==> config.mk <==
export PLATFORM = sky130hd
export DESIGN_NAME = sif_bridge_flat
export DESIGN_NICKNAME = d
export VERILOG_FILES = /design/src/rtl/sif_bridge_if.sv /design/src/rtl/sif_bridge.sv /design/src/flat_wrapper.sv
export SDC_FILE = /design/constraint.sdc
export NUM_CORES = 1
export LEC_CHECK = 0
export ABC_AREA = 1
export CAP_MARGIN = 10
export CORE_MARGIN = 2
export CORE_UTILIZATION = 45
export DETAILED_ROUTE_END_ITERATION = 8
export GPL_TIMING_DRIVEN = 0
export PLACE_DENSITY = 0.71
export SLEW_MARGIN = 20
export SYNTH_ARGS = -nofsm -noshare
export SYNTH_HDL_FRONTEND = slang
export SYNTH_SLANG_ARGS = --single-unit
==> constraint.sdc <==
create_clock -name clk -period 3.3 [get_ports clk]
set_input_delay 0.825 -clock clk [delete_from_list [all_inputs] [get_ports clk]]
set_output_delay 0.825 -clock clk [all_outputs]
set_load 0.03 [all_outputs]
==> src/rtl/sif_bridge_if.sv <==
// Groups the external access port (xa_*) and the downstream write-access port (wa_*).
interface sif_bridge_if #(
  parameter int ADDR_W = 8,
  parameter int DATA_W = 16
);
  logic              xa_wr_s;
  logic              xa_rd_s;
  logic [ADDR_W-1:0] xa_addr;
  logic [DATA_W-1:0] xa_data_wr;
  logic [DATA_W-1:0] xa_data_rd;
  logic [ADDR_W-1:0] wa_addr;
  logic [DATA_W-1:0] wa_data_wr;
  logic              wa_wr_s;

  modport master (
    output xa_wr_s, xa_rd_s, xa_addr, xa_data_wr,
    input  xa_data_rd, wa_addr, wa_data_wr, wa_wr_s
  );

  modport slave (
    input  xa_wr_s, xa_rd_s, xa_addr, xa_data_wr,
    output xa_data_rd, wa_addr, wa_data_wr, wa_wr_s
  );
endinterface

==> src/rtl/sif_bridge.sv <==
// Shadow register bank for an external master; accepted writes are forwarded one cycle
// later to the downstream register file as a single-cycle strobe.
module sif_bridge #(
  parameter int ADDR_W = 8,
  parameter int DATA_W = 16,
  parameter int DEPTH  = 16
) (
  input  logic         clk,
  input  logic         rst_b,
  sif_bridge_if.slave  bus
);

  localparam int              IDX_W     = (DEPTH > 1) ? $clog2(DEPTH) : 1;
  localparam logic [ADDR_W:0] DEPTH_LIM = (ADDR_W + 1)'(DEPTH);

  logic [DATA_W-1:0] shadow_q [DEPTH];
  logic [DATA_W-1:0] rdData_q, rdData_d;
  logic [ADDR_W-1:0] waAddr_q, waAddr_d;
  logic [DATA_W-1:0] waData_q, waData_d;
  logic              waWr_q,   waWr_d;

  logic              addrInRange;
  logic              wrAccept;
  logic [IDX_W-1:0]  idx;

  // Upper address bits only take part in the range check, never in indexing.
  assign addrInRange = ({1'b0, bus.xa_addr} < DEPTH_LIM);
  assign idx         = bus.xa_addr[IDX_W-1:0];
  assign wrAccept    = bus.xa_wr_s & addrInRange;

  always_comb begin
    rdData_d = rdData_q;
    waAddr_d = waAddr_q;
    waData_d = waData_q;
    waWr_d   = 1'b0;
    if (bus.xa_rd_s) begin
      rdData_d = addrInRange ? shadow_q[idx] : '0;
    end
    if (wrAccept) begin
      waAddr_d = bus.xa_addr;
      waData_d = bus.xa_data_wr;
      waWr_d   = 1'b1;
    end
  end

  // The read above samples shadow_q before this edge's write lands (read-before-write).
  always_ff @(posedge clk) begin
    if (!rst_b) begin
      for (int i = 0; i < DEPTH; i++) begin
        shadow_q[i] <= '0;
      end
      rdData_q <= '0;
      waAddr_q <= '0;
      waData_q <= '0;
      waWr_q   <= 1'b0;
    end else begin
      if (wrAccept) begin
        shadow_q[idx] <= bus.xa_data_wr;
      end
      rdData_q <= rdData_d;
      waAddr_q <= waAddr_d;
      waData_q <= waData_d;
      waWr_q   <= waWr_d;
    end
  end

  assign bus.xa_data_rd = rdData_q;
  assign bus.wa_addr    = waAddr_q;
  assign bus.wa_data_wr = waData_q;
  assign bus.wa_wr_s    = waWr_q;

endmodule

==> src/flat_wrapper.sv <==
// flat-port wrapper written by rule: the top's interface ports become plain ports
module sif_bridge_flat 
#(
  parameter int ADDR_W = 8,
  parameter int DATA_W = 16,
  parameter int DEPTH  = 16
)
  (clk, rst_b, bus_xa_wr_s, bus_xa_rd_s, bus_xa_addr, bus_xa_data_wr, bus_xa_data_rd, bus_wa_addr, bus_wa_data_wr, bus_wa_wr_s);
  sif_bridge_if #(.ADDR_W(ADDR_W), .DATA_W(DATA_W)) bus_i ();
  input  logic clk;
  input  logic rst_b;
  input wire logic [$bits(bus_i.xa_wr_s)-1:0] bus_xa_wr_s;
  input wire logic [$bits(bus_i.xa_rd_s)-1:0] bus_xa_rd_s;
  input wire logic [$bits(bus_i.xa_addr)-1:0] bus_xa_addr;
  input wire logic [$bits(bus_i.xa_data_wr)-1:0] bus_xa_data_wr;
  output wire logic [$bits(bus_i.xa_data_rd)-1:0] bus_xa_data_rd;
  output wire logic [$bits(bus_i.wa_addr)-1:0] bus_wa_addr;
  output wire logic [$bits(bus_i.wa_data_wr)-1:0] bus_wa_data_wr;
  output wire logic [$bits(bus_i.wa_wr_s)-1:0] bus_wa_wr_s;
  assign bus_i.xa_wr_s = bus_xa_wr_s;
  assign bus_i.xa_rd_s = bus_xa_rd_s;
  assign bus_i.xa_addr = bus_xa_addr;
  assign bus_i.xa_data_wr = bus_xa_data_wr;
  assign bus_xa_data_rd = bus_i.xa_data_rd;
  assign bus_wa_addr = bus_i.wa_addr;
  assign bus_wa_data_wr = bus_i.wa_data_wr;
  assign bus_wa_wr_s = bus_i.wa_wr_s;
  sif_bridge #(.ADDR_W(ADDR_W), .DATA_W(DATA_W), .DEPTH(DEPTH)) u_core (.clk(clk), .rst_b(rst_b), .bus(bus_i));
endmodule
==> results of run 1 <==
## per-stage QoR
| stage | setup slack (ns) | cell area (um^2) | instances |
|---|---|---|---|
| floorplan | 0.6614 | 13510 | 1505 |
| global placement | -0.4519 | 14670 | 1962 |
| detailed placement | -0.4672 | 14670 | 1962 |
| CTS | 0.1011 | 15650 | 2017 |
| global route | 0.01559 | 15650 | 2017 |
| finish | 0.1271 | 15650 | 2017 |
## worst max-delay path by stage
stage                     slack [ns]                              endpoint            from  cells past startpoint
after floorplan                 0.66   u_core.shadow_q[0][0]$_SDFFCE_PN0P_  bus_xa_addr[0]                      6
after global placement         -0.45   u_core.shadow_q[4][7]$_SDFFCE_PN0P_     bus_xa_wr_s                      8
after detailed placement       -0.47  u_core.shadow_q[4][14]$_SDFFCE_PN0P_     bus_xa_wr_s                      8
after CTS                       0.10   u_core.shadow_q[4][9]$_SDFFCE_PN0P_     bus_xa_wr_s                      8
after global routing            0.02   u_core.shadow_q[0][6]$_SDFFCE_PN0P_     bus_xa_wr_s                      8
final                           0.13  u_core.shadow_q[6][10]$_SDFFCE_PN0P_     bus_xa_wr_s                      8
## worst register-to-register path, cell delays in order (launching register included)
cell and delay [ns]:
edfxtp_1 0.36, nand2_1 0.08, nand2_1 0.05, nand2_1 0.08
nand2_1 0.08, nand2_1 0.07, nand2_1 0.15, o21ai_1 0.28
a21oi_1 0.10
## routing by layer
metal  vias to the layer above  wire length (um)
met5                         -                 0
met4                         0              1415
met3                        91              2924
met2                       399             16770
met1                      4824             14750
li1                       4972                 -
## flip-flops by register name (all words and copies together) (netlist names)
signal,count
u_core.bus.wa_wr_s,1
u_core.shadow_q,256
u_core.bus.wa_data_wr,16
u_core.bus.wa_addr,8
u_core.bus.xa_data_rd,16
## cells in the mapped netlist
| master | n |
|---|---|
| edfxtp_1 | 256 |
| nand3_4 | 1 |
| nor3_4 | 4 |
| nand2_2 | 12 |
| nand2_4 | 4 |
| nand3_1 | 4 |
| nor2_4 | 12 |
| buf_1 | 5 |
| nor2_2 | 27 |
| inv_2 | 2 |
| clkbuf_1 | 38 |
| nor2_1 | 224 |
| clkinv_1 | 1 |
| nand2_1 | 706 |
| dfxtp_1 | 41 |
| buf_2 | 47 |
| inv_4 | 1 |
| o21ai_1 | 16 |
| inv_1 | 44 |
| o21ai_0 | 20 |
| a21oi_1 | 36 |
| buf_6 | 4 |
## layout make-up
class	count	area [um^2]
multi-input combinational	1066	4378
clock buffer	43	840.8
sequential	297	8508
tap	390	488.0
fill	2693	13990
clock inverter	12	137.6
inverter	48	182.7
timing repair buffer	67	670.6
buffer	94	441.7
## cell usage in the layout (no fill, tap or decap)
master,netlist,routed
nand2_1,706,706
edfxtp_1,256,256
nor2_1,224,224
clkdlybuf4s50_1,0,67
clkbuf_1,38,48
buf_2,47,47
inv_1,44,44
dfxtp_1,41,41
a21oi_1,36,36
clkbuf_16,0,31
nor2_2,27,27
o21ai_0,20,20
o21ai_1,16,16
nor2_4,12,12
nand2_2,12,12
clkinv_2,0,6
buf_1,5,5
nor3_4,4,4
nand2_4,4,4
buf_6,4,4
nand3_1,4,4
bufinv_16,0,3
inv_2,2,2
inv_4,1,2
clkinv_1,1,2
clkbuf_8,0,2
nand3_4,1,1
clkinvlp_4,0,1
## power by group through the flow
stage	registers (W)	clock network [W]	logic, W
floorplan	0.00436	0	0.000402
global placement	0.00436	0	0.000674
detailed placement	0.00436	0	0.000680
CTS	0.00428	0.00341	0.000684
global route	0.00430	0.00357	0.000757
finish	0.00428	0.00341	0.000690
## cells by family after synthesis
| kind of cell | Yosys count | share of synthesized area (%) |
|---|---|---|
| compound gates | 72 | 2.667 |
| buf+inv | 142 | 4.621 |
| flops | 297 | 62.97 |
| simple gates | 994 | 29.74 |
==> flow_metrics.py, run 1 <==
metrics = {
    "run_status": {
        "status": "finished clean",
    },
    "run": {
        "cap_violations": 0,
    },
    "sta": {
        "setup_viol": 0,
        "worst_slew_pin_slew_ns": 1.035,
        "finalMaxSlewViolations": 0,
        "fin_crit_ns": 3.173,
        "timing.hold.ws_ns": 0.4470,
        "hold_viol": 0,
        "fmax_mhz": 315.2,
        "slew_headroom_pct": 30.99,
        "period_share_pct": 96.15,
        "tns_ns": 0,
        "skew_ns": 0.008494,
        "rsz0062_at_grt": "no",
    },
    "setup_path": {
        "path_delay_family": "simple AND/OR/NAND/NOR gates",
        "end_kind": "flop",
        "regToRegEndpoint": "u_core.bus.xa_data_rd[3]$_SDFFE_PN0P_",
        "ff2ff_path_depth": 8,
        "crit_required_ns": 3.48,
        "cp-start-kind": "input pin",
        "cp.arrival_ns": 3.35,
        "crit_fanout": 16,
        "worst-setup-path-type": "in -> reg",
        "reg2reg_slack_ns": 1.93,
        "r2r-start": "u_core.shadow_q[6][3]$_SDFFCE_PN0P_",
        "critPathSlowestCell": "clkdlybuf4s50_1",
        "cp_cell_sequence": "clkdlybuf4s50_1 -> nand3_4 -> nor2_4 -> inv_4 -> nor3_4 -> nand2_2 -> buf_2 -> nand2_1",
        "crit_buf_inv": 3,
        "critical-path-max-stage-delay_ns": 0.63,
    },
    "drt": {
        "route.detailed.drc": 0,
        "wire_per_inst_um": 17.78,
        "wl_um": 35860,
        "vias": 10290,
        "final_antenna_net_count": 0,
        "via_per_inst": 5.100,
        "dr.pass1.iters": 5,
        "drtIter0Drc": 1031,
    },
    "min_path": {
        "min_to": "u_core.bus.wa_data_wr[8]$_SDFFE_PN0P_",
        "min_path_type": "reg -> reg",
        "holdPathStages": 2,
        "min_from": "u_core.bus.wa_data_wr[8]$_SDFFE_PN0P_",
    },
    "synth": {
        "ys_types": 22,
        "avgSynthCellArea_um2": 8.977,
        "ys_top_cells_by_area": "edfxtp_1, nand2_1, nor2_1, dfxtp_1, buf_2",
        "syn_area_mm2": 0.01351,
        "yosysSeqAreaShare_pct": 62.97,
        "ys_ff_latch": 297,
        "syn_nets": 1533,
        "synth_top_cell_by_area": "edfxtp_1",
        "yosysWarnings": 0,
        "synthCells": 1505,
        "yosysTopAreaCellShare_pct": 56.90,
    },
    "global_route": {
        "grtUsageMet3_pct": 2.835,
        "grt_pass1_vias": 9878,
        "overflow": 0,
        "grt_pass1_wl_um": 54880,
        "grt_max_degree": 17,
        "busiest_layer": "met2",
        "antenna_found_initial": 0,
        "grt_util_met2_pct": 38.10,
        "met1_usage_pct": 31.62,
        "grt_usage_pct": 23.23,
    },
    "power": {
        "p_leak_nw": 6.668,
        "clock_power_share_pct": 40.7,
        "p_sw_share_pct": 23.49,
        "peakVddDrop_v": 0.0004955,
        "p_switching_w": 0.001968,
        "p_int_w": 0.006410,
        "combinationalPowerShare_pct": 8.2,
        "seqPwrFrac_pct": 51.1,
        "pwr_density_cell_mw_per_mm2": 535.4,
        "power_w": 0.008378,
    },
    "layout": {
        "num_antenna_cells": 0,
        "area_growth_pct": 15.82,
        "drive_above_1_share_pct": 9.711,
        "fin_nets": 1632,
        "fin_util_pct": 52.79,
    },
    "placed_design": {
        "gp_congestion": 0.8846,
        "portBuffers": 67,
        "place_hpwl_um": 25010,
    },
    "clock_network": {
        "cts_inserted_buffers": 30,
        "root_buffer": "clkbuf_16",
        "htreeDepth": 1,
        "clkSlewWorstSetupHoldPaths_ns": 0.07,
        "clkSinkCount": 297,
        "holdBufCountCts": 0,
        "clk_latency_ns": 0.56,
        "cts_setup_buffers": 0,
        "cts_resized": 0,
        "cts_tree": "done",
        "clockBufferDepth": 3,
    },
    "floorplan": {
        "io_pins": 69,
        "start_util_pct": 45.58,
        "die_h_um": 177.3,
        "die_x_um": 177.3,
        "dieArea_mm2": 0.03142,
        "fp.coreArea_mm2": 0.02964,
        "placementRows": 63,
    },
}
No activity file was read; power rests on OpenSTA's default activity.
==> run 2: changes to the inputs <==
--- a/config.mk
+++ b/config.mk
@@ -8,10 +8,10 @@
 export ABC_AREA = 1
 export CAP_MARGIN = 10
 export CORE_MARGIN = 2
-export CORE_UTILIZATION = 45
+export CORE_UTILIZATION = 60
 export DETAILED_ROUTE_END_ITERATION = 8
-export GPL_TIMING_DRIVEN = 0
-export PLACE_DENSITY = 0.71
+export HOLD_SLACK_MARGIN = 0.1
+export PLACE_DENSITY = 0.88
 export SLEW_MARGIN = 20
 export SYNTH_ARGS = -nofsm -noshare
 export SYNTH_HDL_FRONTEND = slang
==> flow_metrics.py, run 2 (synthesis results as in run 1) <==
metrics = {
    "placed_design": {
        "place_hpwl_um": 22080,
        "dp_cells": 1816,
        "portBuffers": 68,
        "post-place-ws_ns": 0.2841,
        "gp_congestion": 0.8836,
    },
    "clock_network": {
        "clockBufferDepth": 3,
        "clkSlewWorstSetupHoldPaths_ns": 0.07,
        "htreeDepth": 1,
        "root_buffer": "clkbuf_16",
        "clkSinkCount": 297,
        "holdBufCountCts": 0,
        "cts_resized": 0,
        "clk_latency_ns": 0.54,
        "cts_inserted_buffers": 29,
        "cts_setup_buffers": 0,
        "cts_tree": "done",
    },
    "run": {
        "cap_violations": 0,
    },
    "sta": {
        "setup_viol": 0,
        "slew_headroom_pct": 33.11,
        "worst_slew_pin_slew_ns": 1.003,
        "period_share_pct": 75.66,
        "rsz0062_at_grt": "no",
        "finalMaxSlewViolations": 0,
        "layout_setup_ws_ns": 0.8033,
        "timing.hold.ws_ns": 0.4467,
        "fin_crit_ns": 2.497,
        "tns_ns": 0,
        "hold_viol": 0,
        "skew_ns": 0.008386,
        "fmax_mhz": 400.5,
    },
    "setup_path": {
        "crit_required_ns": 2.47,
        "path_depth": 1,
        "worst-setup-path-type": "reg -> out",
        "reg2reg_slack_ns": 1.93,
        "critical-path-max-stage-delay_ns": 0.71,
        "r2r-start": "u_core.shadow_q[7][11]$_SDFFCE_PN0P_",
        "crit_buf_inv": 1,
        "regToRegEndpoint": "u_core.bus.xa_data_rd[11]$_SDFFE_PN0P_",
        "critPathSlowestCell": "clkdlybuf4s50_1",
        "crit_start": "u_core.bus.xa_data_rd[0]$_SDFFE_PN0P_",
        "ff2ff_path_depth": 8,
        "cp.arrival_ns": 1.67,
        "critPathCapture": "bus_xa_data_rd[0]",
        "cp-start-kind": "flop",
        "cp_cell_sequence": "clkdlybuf4s50_1",
        "end_kind": "output port",
        "path_delay_family": "buffers and inverters",
        "crit_fanout": 2,
    },
    "drt": {
        "drtIter0Drc": 1825,
        "via_per_inst": 5.643,
        "final_antenna_net_count": 0,
        "vias": 10550,
        "wl_um": 35060,
        "route.detailed.drc": 0,
        "dr.pass1.iters": 6,
        "wire_per_inst_um": 18.76,
    },
    "power": {
        "peakVddDrop_v": 0.0003501,
        "p_int_w": 0.006429,
        "power_w": 0.008376,
        "p_leak_nw": 6.704,
        "clock_power_share_pct": 40.6,
        "combinationalPowerShare_pct": 8.2,
        "p_sw_share_pct": 23.25,
        "pwr_density_cell_mw_per_mm2": 539.6,
        "p_switching_w": 0.001948,
        "seqPwrFrac_pct": 51.2,
    },
    "layout": {
        "instances_no_fill": 1869,
        "largest_register_ff_count": 256,
        "fin_nets": 1595,
        "area_growth_pct": 14.90,
        "drive_above_1_share_pct": 10.70,
        "largest-register": "u_core.shadow_q",
        "final_cell_mix": "nand2_1, edfxtp_1, nor2_1, clkdlybuf4s50_1, buf_4",
        "final_common_cell": "nand2_1",
        "num_antenna_cells": 0,
    },
    "floorplan": {
        "die_h_um": 154.1,
        "io_pins": 69,
        "die_x_um": 154.1,
        "dieArea_mm2": 0.02373,
        "fp.coreArea_mm2": 0.02196,
        "placementRows": 54,
        "start_util_pct": 61.53,
    },
    "global_route": {
        "grt_pass1_vias": 9939,
        "antenna_found_initial": 0,
        "grt_max_degree": 97,
        "overflow": 0,
        "grt_usage_pct": 29.72,
        "grt_pass1_wl_um": 54390,
    },
    "min_path": {
        "min_from": "u_core.bus.wa_data_wr[8]$_SDFFE_PN0P_",
        "min_path_type": "reg -> reg",
    },
    "run_status": {
        "status": "finished clean",
    },
}
run 2: changes by cell type in the layout (fill, tap and decap cells not counted), moves of 2 or more:
cell / change
buf_2: -46
buf_1: -5
clkinvlp_4: +2
clkbuf_8: +3
buf_6: -4
buf_4: +57
clkbuf_1: -43
run 2: area by class of cell:
cell class	instances	area, um^2
tap	280	350.3
inverter	48	185.2
sequential	297	8508
timing repair buffer	125	1114
clock inverter	13	150.1
clock buffer	40	838.3
fill	1425	6435
multi-input combinational	1066	4378
run 2: stage by stage:
stage               util (%)  cell area, um^2
finish                 70.70            15520
global route           70.70            15520
CTS                    70.70            15520
detailed placement     66.19            14540
global placement       66.19            14540
floorplan                  -            13510
run 2: worst min-delay path by stage:
stage,cells after the start,slack [ns],to
2_1_floorplan,2,0.57,u_core.bus.wa_addr[0]$_SDFFE_PN0P_
6_report,2,0.45,u_core.bus.wa_data_wr[8]$_SDFFE_PN0P_
3_3_place_gp,2,0.43,u_core.bus.wa_data_wr[14]$_SDFFE_PN0P_
4_1_cts,2,0.45,u_core.bus.wa_data_wr[2]$_SDFFE_PN0P_
5_1_grt,2,0.47,u_core.bus.wa_data_wr[12]$_SDFFE_PN0P_
3_5_place_dp,2,0.44,u_core.bus.wa_addr[2]$_SDFFE_PN0P_
run 2: layer usage:
layer / share of wire, % / vias up / track usage (%)
met4: 5.5 / 0 / 13.89
met3: 11 / 131 / 4.030
met2: 46 / 703 / 47.53
li1: - / 4880 / -
met1: 37 / 4832 / 40.84
met5: 0 / - / 0
run 2: power by group through the flow:
stage / Clock [W] / Sequential [W] / Combinational (W)
2_1_floorplan: 0 / 0.00436 / 0.000402
3_3_place_gp: 0 / 0.00435 / 0.000639
3_5_place_dp: 0 / 0.00436 / 0.000660
4_1_cts: 0.00339 / 0.00429 / 0.000671
5_1_grt: 0.00354 / 0.00430 / 0.000746
6_report: 0.00340 / 0.00429 / 0.000690
==> run 3: changes to the inputs <==
==> constraint.sdc (replaced) <==
create_clock -name clk -period 2.3 [get_ports clk]
set_input_delay 0.575 -clock clk [delete_from_list [all_inputs] [get_ports clk]]
set_output_delay 0.575 -clock clk [all_outputs]
set_load 0.03 [all_outputs]
==> flow_metrics.py, run 3 (synthesis results as in run 1) <==
metrics = {
    "layout": {
        "area_growth_pct": 18.36,
        "final_cell_mix": "nand2_1, edfxtp_1, nor2_1, buf_4, clkdlybuf4s50_1",
        "drive_above_1_share_pct": 12.18,
        "multi_input_area_mm2": 0.004380,
        "num_antenna_cells": 0,
        "fin_nets": 1624,
        "largest-register": "u_core.shadow_q",
        "ff_latch_area_mm2": 0.008508,
        "final_common_cell": "nand2_1",
        "fin_area_mm2": 0.01599,
        "largest_register_ff_count": 256,
        "fillers": 1399,
    },
    "clock_network": {
        "cts_inserted_buffers": 29,
        "cts_tree": "done",
        "clkSinkCount": 297,
        "clkSlewWorstSetupHoldPaths_ns": 0.06,
        "cts_resized": 0,
        "clockBufferDepth": 3,
        "root_buffer": "clkbuf_16",
        "holdBufCountCts": 0,
        "clk_latency_ns": 0.56,
        "htreeDepth": 1,
        "cts_setup_buffers": 0,
    },
    "floorplan": {
        "io_pins": 69,
        "dieArea_mm2": 0.02373,
        "die_x_um": 154.1,
        "placementRows": 54,
        "start_util_pct": 61.53,
        "die_h_um": 154.1,
        "fp.coreArea_mm2": 0.02196,
    },
    "global_route": {
        "grt_pass1_vias": 10260,
        "antenna_found_initial": 0,
        "grt_usage_pct": 30.04,
        "grt_pass1_wl_um": 54640,
        "grt_max_degree": 65,
        "overflow": 0,
    },
    "sta": {
        "fin_crit_ns": 2.252,
        "skew_ns": 0.01410,
        "period_share_pct": 97.92,
        "worst_slew_pin_slew_ns": 0.4742,
        "fmax_mhz": 444.0,
        "slew_headroom_pct": 68.39,
        "hold_viol": 0,
        "rsz0062_at_grt": "no",
        "timing.hold.ws_ns": 0.4485,
        "setup_viol": 0,
        "finalMaxSlewViolations": 0,
    },
    "setup_path": {
        "cp-start-kind": "flop",
        "path_delay_family": "buffers and inverters",
        "crit_buf_inv": 1,
        "crit_fanout": 2,
        "cp.arrival_ns": 1.68,
        "end_kind": "output port",
        "worst-setup-path-type": "reg -> out",
        "critPathSlowestCell": "clkdlybuf4s50_1",
        "critical-path-max-stage-delay_ns": 0.71,
        "cp_cell_sequence": "clkdlybuf4s50_1",
        "crit_required_ns": 1.73,
    },
    "drt": {
        "route.detailed.drc": 0,
        "final_antenna_net_count": 0,
        "wire_per_inst_um": 18.69,
        "via_per_inst": 5.604,
        "drtIter0Drc": 1363,
        "vias": 10640,
        "wl_um": 35470,
        "dr.pass1.iters": 5,
    },
    "placed_design": {
        "place_hpwl_um": 22540,
        "postPlaceCellArea_mm2": 0.01499,
        "portBuffers": 68,
        "gp_congestion": 0.9180,
    },
    "power": {
        "p_leak_nw": 6.940,
        "pwr_density_cell_mw_per_mm2": 760.4,
        "peakVddDrop_v": 0.0005543,
        "power_w": 0.01216,
    },
    "min_path": {
        "min_path_type": "reg -> reg",
    },
    "run_status": {
        "status": "finished clean",
    },
    "run": {
        "cap_violations": 0,
    },
}
## run 3: cell count changes in the layout (fill, tap and decap cells not counted), sizes merged
| cell | previous run | this run |
|---|---|---|
| buf | 59 | 88 |
| clkbuf | 40 | 42 |
| clkinvlp | 3 | 1 |
| clkinv | 8 | 7 |
| bufinv | 3 | 4 |
## run 3: path summary, 6_finish.rpt
kind | cells after the start | slack, ns | start | end
setup / recovery | 1 | 0.05 | u_core.bus.xa_data_rd[1]$_SDFFE_PN0P_ | bus_xa_data_rd[1]
hold / removal | 2 | 0.45 | u_core.bus.wa_data_wr[14]$_SDFFE_PN0P_ | u_core.bus.wa_data_wr[14]$_SDFFE_PN0P_
setup reg to reg | 8 | 0.99 | u_core.shadow_q[4][8]$_SDFFCE_PN0P_ | u_core.bus.xa_data_rd[8]$_SDFFE_PN0P_
hold reg to reg | 2 | 0.45 | u_core.bus.wa_data_wr[14]$_SDFFE_PN0P_ | u_core.bus.wa_data_wr[14]$_SDFFE_PN0P_
## run 3: power by group
group / switching (W) / internal [W]
clock: 0.00196 / 0.00298
combinational: 0.000736 / 0.000332
sequential: 0.0000772 / 0.00607
total: 0.00278 / 0.00938
## run 3: tightest hold or removal path, stage by stage, from the launching register on
cell and delay, ns:
dfxtp_1 0.31, inv_1 0.05, a21oi_1 0.05
## run 3: layout make-up
| class | count | area share [%] |
|---|---|---|
| clock buffers | 42 | 5.281 |
| flip-flops and latches | 297 | 53.20 |
| repair buffers | 154 | 9.811 |
| multi-input cells | 1066 | 27.39 |
| well taps | 280 | 2.191 |
| inverters | 48 | 1.158 |
| clock inverters | 11 | 0.9624 |
## run 3: metrics by stage
stage,utilization [%],setup TNS [ns],setup slack (ns),instances
2_1_floorplan,-,-2.462,-0.05128,1505
3_3_place_gp,68.28,-18.64,-0.1200,1845
3_5_place_dp,68.28,-31.43,-0.1938,1845
4_1_cts,72.83,0,0.04600,1898
5_1_grt,72.83,0,0.01378,1898
6_report,72.83,0,0.04774,1898
## run 3: layer usage
layer	share of wire (%)	vias to the layer above	wire length (um)	track usage [%]
met4	5.8	0	2074	15.93
li1	-	4934	-	-
met2	46	709	16400	48.69
met3	12	142	4292	5.355
met1	36	4852	12700	38.97
met5	0	-	0	0
